### src/rtl/alu_div16_seq.sv
// alu_div16_seq: iterative restoring divider, one quotient bit per clock.
// Quotient/remainder are held in registers between operations so the ALU
// result select can pick them at any time.
// Optional build macro DIV_SIGNED_EN: two's-complement operands, with the
// magnitudes divided by the same unsigned core and signs fixed up on write.
module alu_div16_seq #(
  parameter int WIDTH = 16
) (
  input  logic             clk,
  input  logic             rst_n,
  input  logic             start,
  input  logic [WIDTH-1:0] dividend,
  input  logic [WIDTH-1:0] divisor,
  output logic [WIDTH-1:0] quotient,
  output logic [WIDTH-1:0] remainder,
  output logic             busy,
  output logic             done,
  output logic             div_by_zero
);

  localparam logic [1:0] S_IDLE = 2'd0;
  localparam logic [1:0] S_CALC = 2'd1;
  localparam logic [1:0] S_DONE = 2'd2;
  localparam int CW = $clog2(WIDTH + 1);

  logic [1:0]       state_q, state_d;
  logic [CW-1:0]    cnt_q, cnt_d;
  logic [WIDTH-1:0] dvd_q, dvd_d;   // dividend shifts out, quotient bits shift in
  logic [WIDTH-1:0] dvs_q, dvs_d;
  logic [WIDTH-1:0] rem_q, rem_d;   // partial remainder, always < divisor
  logic [WIDTH-1:0] quo_q, quo_d;
  logic [WIDTH-1:0] rmo_q, rmo_d;
  logic             busy_q, busy_d;
  logic             done_q, done_d;
  logic             dz_q, dz_d;

  // One iteration: the shifted remainder is WIDTH+1 bits; when it is >= the
  // divisor the difference is < divisor, so a WIDTH-bit subtract is exact.
  logic [WIDTH:0]   rem_sh;
  logic             qbit;
  logic [WIDTH-1:0] rem_next;
  logic [WIDTH-1:0] quo_next;

  assign rem_sh   = {rem_q, dvd_q[WIDTH-1]};
  assign qbit     = (rem_sh >= {1'b0, dvs_q});
  assign rem_next = qbit ? (rem_sh[WIDTH-1:0] - dvs_q) : rem_sh[WIDTH-1:0];
  assign quo_next = {dvd_q[WIDTH-2:0], qbit};

  logic [WIDTH-1:0] a_in, b_in;     // operands as fed to the unsigned core
  logic [WIDTH-1:0] quo_fin, rmo_fin;

`ifdef DIV_SIGNED_EN
  logic qneg_q, qneg_d;
  logic rneg_q, rneg_d;
  assign a_in    = dividend[WIDTH-1] ? (~dividend + 1'b1) : dividend;
  assign b_in    = divisor[WIDTH-1]  ? (~divisor + 1'b1)  : divisor;
  assign quo_fin = qneg_q ? (~quo_next + 1'b1) : quo_next;
  assign rmo_fin = rneg_q ? (~rem_next + 1'b1) : rem_next;

  // Signs captured at accept; applied in the result-write cycle
  always_ff @(posedge clk) begin
    if (!rst_n) begin
      qneg_q <= 1'b0;
      rneg_q <= 1'b0;
    end else begin
      qneg_q <= qneg_d;
      rneg_q <= rneg_d;
    end
  end
`else
  assign a_in    = dividend;
  assign b_in    = divisor;
  assign quo_fin = quo_next;
  assign rmo_fin = rem_next;
`endif

  // Next-state and datapath control
  always_comb begin
    state_d = state_q;
    cnt_d   = cnt_q;
    dvd_d   = dvd_q;
    dvs_d   = dvs_q;
    rem_d   = rem_q;
    quo_d   = quo_q;
    rmo_d   = rmo_q;
    busy_d  = busy_q;
    done_d  = 1'b0;
    dz_d    = dz_q;
`ifdef DIV_SIGNED_EN
    qneg_d  = qneg_q;
    rneg_d  = rneg_q;
`endif
    case (state_q)
      S_IDLE: begin
        if (start) begin
          busy_d = 1'b1;
          dz_d   = 1'b0;
          if (divisor == '0) begin
            quo_d   = '1;
            rmo_d   = dividend;
            dz_d    = 1'b1;
            done_d  = 1'b1;
            state_d = S_DONE;
          end else begin
            dvd_d   = a_in;
            dvs_d   = b_in;
            rem_d   = '0;
            cnt_d   = CW'(WIDTH);
            state_d = S_CALC;
`ifdef DIV_SIGNED_EN
            qneg_d  = dividend[WIDTH-1] ^ divisor[WIDTH-1];
            rneg_d  = dividend[WIDTH-1];
`endif
          end
        end
      end
      S_CALC: begin
        rem_d = rem_next;
        dvd_d = quo_next;
        cnt_d = cnt_q - 1'b1;
        if (cnt_q == CW'(1)) begin
          quo_d   = quo_fin;
          rmo_d   = rmo_fin;
          done_d  = 1'b1;
          state_d = S_DONE;
        end
      end
      S_DONE: begin
        busy_d  = 1'b0;
        state_d = S_IDLE;
      end
      default: begin
        busy_d  = 1'b0;
        state_d = S_IDLE;
      end
    endcase
  end

  // State and result registers; reset aborts any operation in flight
  always_ff @(posedge clk) begin
    if (!rst_n) begin
      state_q <= S_IDLE;
      cnt_q   <= '0;
      dvd_q   <= '0;
      dvs_q   <= '0;
      rem_q   <= '0;
      quo_q   <= '0;
      rmo_q   <= '0;
      busy_q  <= 1'b0;
      done_q  <= 1'b0;
      dz_q    <= 1'b0;
    end else begin
      state_q <= state_d;
      cnt_q   <= cnt_d;
      dvd_q   <= dvd_d;
      dvs_q   <= dvs_d;
      rem_q   <= rem_d;
      quo_q   <= quo_d;
      rmo_q   <= rmo_d;
      busy_q  <= busy_d;
      done_q  <= done_d;
      dz_q    <= dz_d;
    end
  end

  assign quotient    = quo_q;
  assign remainder   = rmo_q;
  assign busy        = busy_q;
  assign done        = done_q;
  assign div_by_zero = dz_q;

endmodule

### config.mk
export PLATFORM = sky130hd
export DESIGN_NAME = alu_div16_seq
export DESIGN_NICKNAME = d
export VERILOG_FILES = /design/src/rtl/alu_div16_seq.sv
export SDC_FILE = /design/constraint.sdc
export NUM_CORES = 1
export LEC_CHECK = 0
export CAP_MARGIN = 20
export CORE_MARGIN = 3
export CORE_UTILIZATION = 35
export CTS_BUF_LIST = sky130_fd_sc_hd__clkbuf_8
export DETAILED_ROUTE_END_ITERATION = 16
export HOLD_SLACK_MARGIN = 0.1
export PLACE_DENSITY = 0.63
export SYNTH_ARGS = -nofsm -noshare
export SYNTH_HDL_FRONTEND = slang
export SYNTH_SLANG_ARGS = --single-unit
### constraint.sdc
create_clock -name clk -period 2.18 [get_ports clk]
set_clock_uncertainty 0.1 [all_clocks]
set_input_delay 0.436 -clock clk [delete_from_list [all_inputs] [get_ports clk]]
set_output_delay 0.436 -clock clk [all_outputs]
set_load 0.02 [all_outputs]
Word-level counts from Yosys, hierarchy flattened:

Index checks and enable logic that the tools add are counted.

* flip-flop bits (word level): 90
* input port bits: 35
* output and inout bits: 35
* word-level logic and storage cells: 58

* add/subtract/negate cells: 2
* $lt $le $gt $ge: 1
* equal/unequal tests: 6
* multiplexer cells: 28
* bitwise operators: 2
* reductions and logical operators: 9

Operator list (number)
* 16-bit 2-to-1 mux: 11
* 16-bit one-hot mux with 2 select lines: 4
* 17-bit by 16-bit greater-or-equal comparator with 1-bit output: 1
* 16-bit zero test: 1
* 16-bit subtractor: 1
* 5-bit 2-to-1 mux: 2
* 5-bit one-hot mux with 2 select lines: 1
* 2-bit inequality test, second input constant: 4
* 2-bit 2-to-1 mux: 3
* 2-bit AND reduction: 3
* 3-bit AND reduction: 2
* 5-bit by 1-bit equality test with 1-bit output, second input constant: 1
* 5-bit by 1-bit subtractor with 5-bit output, second input constant: 1
* 1-bit 2-to-1 mux: 4
* 1-bit one-hot mux with 2 select lines: 2
* 2-bit one-hot mux with 2 select lines: 1
* 4-bit AND reduction: 1
* 2-bit by 1-bit equality test with 1-bit output, second input constant: 1
* 2-bit zero test: 1
* 1-bit inverter: 2
* 2-bit nonzero test: 1

Longest topological paths before layout:

* depth after elaboration: 4
* gate-level depth with buffers: 11
* gate-level depth less buffers: 10

Least setup slack after synthesis:

OpenSTA, ideal clock, no wires.

* kind: flip-flop to flip-flop
* start: reg dvd_q[15]
* end: reg rmo_q[12] (netlist: remainder[12])
* arrival: 2162 ps
* required time: 1944 ps
* setup slack: -219 ps
* cell stages (with the launch flop): 11
* buffers on the path: 0
* clock period less this slack: 2399 ps
* cell sequence: dfxtp_1 > inv_1 > ha_1 > fa_1 > nor2b_1 > o31a_1 > o221ai_2 > a221oi_1 > o21ai_0 > a32oi_2 > a31oi_1

* word-level cells in the longest chain between the ends: 4
* elaborated cells on any way between the ends: 5
* classes of those cells: add/sub: 1; order compare: 1; mux: 3

Ends and longest elaborated chain
* start: declaration: RTL line 28 `logic [WIDTH-1:0] dvd_q, dvd_d;`
* start signal: assignment: RTL line 155 `dvd_q <= dvd_d;`
* 16-bit subtractor / 17-bit by 16-bit greater-or-equal comparator with 1-bit output (equally long branches): RTL line 46, 45
* 16-bit 2-to-1 mux (*): RTL line 46 `assign rem_next = qbit ? (rem_sh[WIDTH-1:0] - dvs_q) : rem_sh[WIDTH-1:0];`
* 16-bit 2-to-1 mux (*): RTL line 121 `if (cnt_q == CW'(1)) begin`
* 16-bit one-hot mux with 2 select lines (*): RTL line 93 `case (state_q)`
* end signal: assignment: RTL line 159 `rmo_q <= rmo_d;`
* end: declaration: RTL line 32 `logic [WIDTH-1:0] rmo_q, rmo_d;`

Every way passes the cells marked *; elsewhere a longest branch is shown, timed or not. The select of a mux whose other input is x is not followed.
A chain may end at the register's enable or synchronous reset.

Final worst setup path:

* start: reg rem_q[3]
* end: reg rmo_q[12] (netlist: remainder[12])

* word-level cells in the longest chain between the ends: 4
* elaborated cells on any way between the ends: 5
* classes of those cells: add/sub: 1; order compare: 1; mux: 3

Ends and longest elaborated chain
* start: declaration: RTL line 30 `logic [WIDTH-1:0] rem_q, rem_d;`
* start signal: assignment: RTL line 157 `rem_q <= rem_d;`
* 16-bit subtractor / 17-bit by 16-bit greater-or-equal comparator with 1-bit output (equally long branches): RTL line 46, 45
* 16-bit 2-to-1 mux (*): RTL line 46
* 16-bit 2-to-1 mux (*): RTL line 121
* 16-bit one-hot mux with 2 select lines (*): RTL line 93

Marks and branches as above.

==> results.json <==
{
  "status": "finished, violations left",
  "violations": "setup timing",
  "port_buffers": 69,
  "fin_crit_sh": 1.11,
  "vias": 4616,
  "h-tree-depth": 3,
  "clock_sinks": 90,
  "synth_most_common_cell": "nand2_1",
  "drt-pass1-iter-count": 6,
  "min_path_type": "input port to flop",
  "fin_cells": 893,
  "insertion_delay_ps": 380,
  "hold_violations": 0,
  "synthFlopType": "dfxtp_1",
  "clk_pin_slew_ps": 90,
  "die_w_um": 119,
  "synth_edf_count": 0,
  "antenna_found_initial": 0,
  "cts_made_buffers": 9,
  "crit_start": "rem_q[3]",
  "cp.arrival_ps": 2570,
  "dp.cells": 852,
  "hpwl_mm": 9.70,
  "syn_nets": 601,
  "reg2reg_from": "rem_q[3]",
  "cp_max_fo": 7,
  "synth_common_cells": "nand2_1, dfxtp_1, nor2_1",
  "crit_end": "remainder[12]",
  "grt_max_degree": 51,
  "worst-setup-path-type": "flop to flop",
  "rsz0062_at_grt": "yes",
  "power.total_mw": 6.14,
  "setup_viol": 33,
  "synth_warnings": 0,
  "start_util": 0.364,
  "max_freq_mhz": 415,
  "final_area_um2": 7170,
  "cp-end-kind": "flop",
  "startpoint_type": "flop",
  "grt_pass1_vias": 4372,
  "worstReg2RegEnd": "remainder[12]",
  "synth_top_area_share": 0.404,
  "irDropWorstVdd_v": 0.000387,
  "rows": 40,
  "drcViolationCount": 0,
  "dpl_worst_slack_ps": -536,
  "grt_overflow": 0,
  "ys_top_cells_by_area": "dfxtp_1, nand2_1, a21oi_1",
  "drive_gt1_frac": 0.350,
  "async_flop_share": 0,
  "dpl-instance-area_um2": 6140,
  "reg2reg_depth": 9,
  "fin_ws_ps": -232,
  "syn-cell-area_um2": 4460,
  "avgSynthCellArea_um2": 8.16,
  "maxCapViolCount": 0,
  "fill_cells": 1038,
  "syn_to_final_growth_pct": 60.7,
  "cts_tree": "yes",
  "syn_inst": 547,
  "pin_count": 70,
  "slew_violations": 0,
  "die_h_um": 119,
  "avgRoutedWirePerCell_um": 15.9,
  "cts_max_path_buffers": 2,
  "fin_crit_ps": 2410,
  "num_antenna_cells": 0,
  "power_density_nw_per_um2": 856,
  "grt_use_total": 0.187,
  "core_area_um2": 12300,
  "ant_nets": 0,
  "totalWireLength_mm": 14.2,
  "cp_data_required_time_ps": 2340,
  "grt_pass1_wl_mm": 21.7,
  "leakagePower_nw": 2.85,
  "nNetsFinal": 774,
  "place_congestion": 0.850,
  "viasPerCell": 5.17,
  "ff2ff_setup_slack_ps": -230,
  "ys_seq_elements": 90,
  "dieArea_um2": 14100,
  "worst_pin_slew_ps": 344,
  "synth_top_area_cell": "dfxtp_1",
  "drt_iter0_markers": 303,
  "cts_root_buf": "clkbuf_8",
  "synth_cell_type_count": 61,
  "slew_headroom": 0.769,
  "seq_area_frac_synth": 0.404
}
==> placed cells by master (no fill, tap or decap), drive strengths merged, types with 3 or more instances in the layout <==
cell / instances
a211oi: 18
a21o: 11
a21oi: 45
a22oi: 12
a311oi: 15
a31oi: 13
buf: 123
clkbuf: 13
clkdlybuf4s50: 63
dfxtp: 90
dlymetal6s2s: 6
ha: 18
inv: 24
nand2: 105
nand2b: 7
nand3: 7
nor2: 56
nor2b: 4
nor3: 5
nor4: 6
o211ai: 4
o21a: 3
o21ai: 26
xnor2: 11
xor2: 4
==> flip-flops by register name, indices dropped and copies added, names as in the netlist <==
register,flops
div_by_zero,1
cnt_q,5
quotient,16
rem_q,16
busy,1
state_q,2
remainder,16
dvd_q,16
dvs_q,16
done,1
==> worst min-delay path by stage <==
stage / start / endpoint / slack, ps / depth (start not counted)
floorplan: dvs_q[10] / dvs_q[10] / 340 / 2
global placement: dvs_q[5] / dvs_q[5] / 350 / 2
detailed placement: dvs_q[5] / dvs_q[5] / 350 / 2
CTS: dvs_q[5] / dvs_q[5] / 360 / 2
global route: divisor[13] / dvs_q[13] / 280 / 3
finish: divisor[12] / dvs_q[12] / 270 / 3
==> per-stage QoR <==
step	utilization	setup TNS (ps)	hold WS, ps
2_1_floorplan	-	-170	336
3_3_place_gp	0.501	-30380	347
3_5_place_dp	0.501	-36170	347
4_1_cts	0.551	-2490	359
5_1_grt	0.585	-6890	277
6_report	0.585	-4220	266
==> final cells by class <==
cell class / instances / area (um2) / share of cell area
repair buffers: 195 / 1850 / 0.257
flip-flops and latches: 90 / 1830 / 0.255
inverters: 22 / 82.6 / 0.0115
clock inverters: 6 / 82.6 / 0.0115
well taps: 168 / 210 / 0.0293
multi-input cells: 402 / 2990 / 0.416
clock buffers: 10 / 138 / 0.0192
==> kinds of logic after synthesis <==
| family | synth area share |
|---|---|
| adder cells (fa/ha/maj) | 0.0549 |
| buffers and inverters | 0.0577 |
| flip-flops | 0.404 |
| AND/OR/NAND/NOR | 0.193 |
| AO/OA/AOI/OAI | 0.262 |
| XOR/XNOR | 0.0294 |
==> power by group <==
part / switching, mW / internal (mW)
registers: 0.129 / 1.78
clock network: 0.619 / 0.669
logic: 1.43 / 1.51
total: 2.18 / 3.97
==> what timing repair did <==
| action | in CTS | in global routing |
|---|---|---|
| hold buffers | 0 | 0 |
| setup buffers | 13 | 14 |
| resized for setup | 66 | 56 |
| pin swaps | 56 | 49 |
| gates cloned | 1 | 3 |
| setup endpoints to repair | 65 | 64 |
==> metal layers <==
metal / track usage / up-vias / routed length [um]
li1: - / 2285 / -
met1: 0.241 / 2191 / 6510
met2: 0.308 / 114 / 6700
met3: 0.0328 / 26 / 617
met4: 0.0833 / 0 / 342
met5: 0 / - / 0
==> critical path, cell delays in order (launching register included) <==
cell and delay (ps):
dfxtp_4 370, ha_4 240, a21o_1 220, nor3_4 250
a21oi_4 100, o21a_4 240, buf_6 130, a21o_4 250
a32oi_4 280, a31oi_1 110
Note: power is estimated with default switching activity, not from simulation.
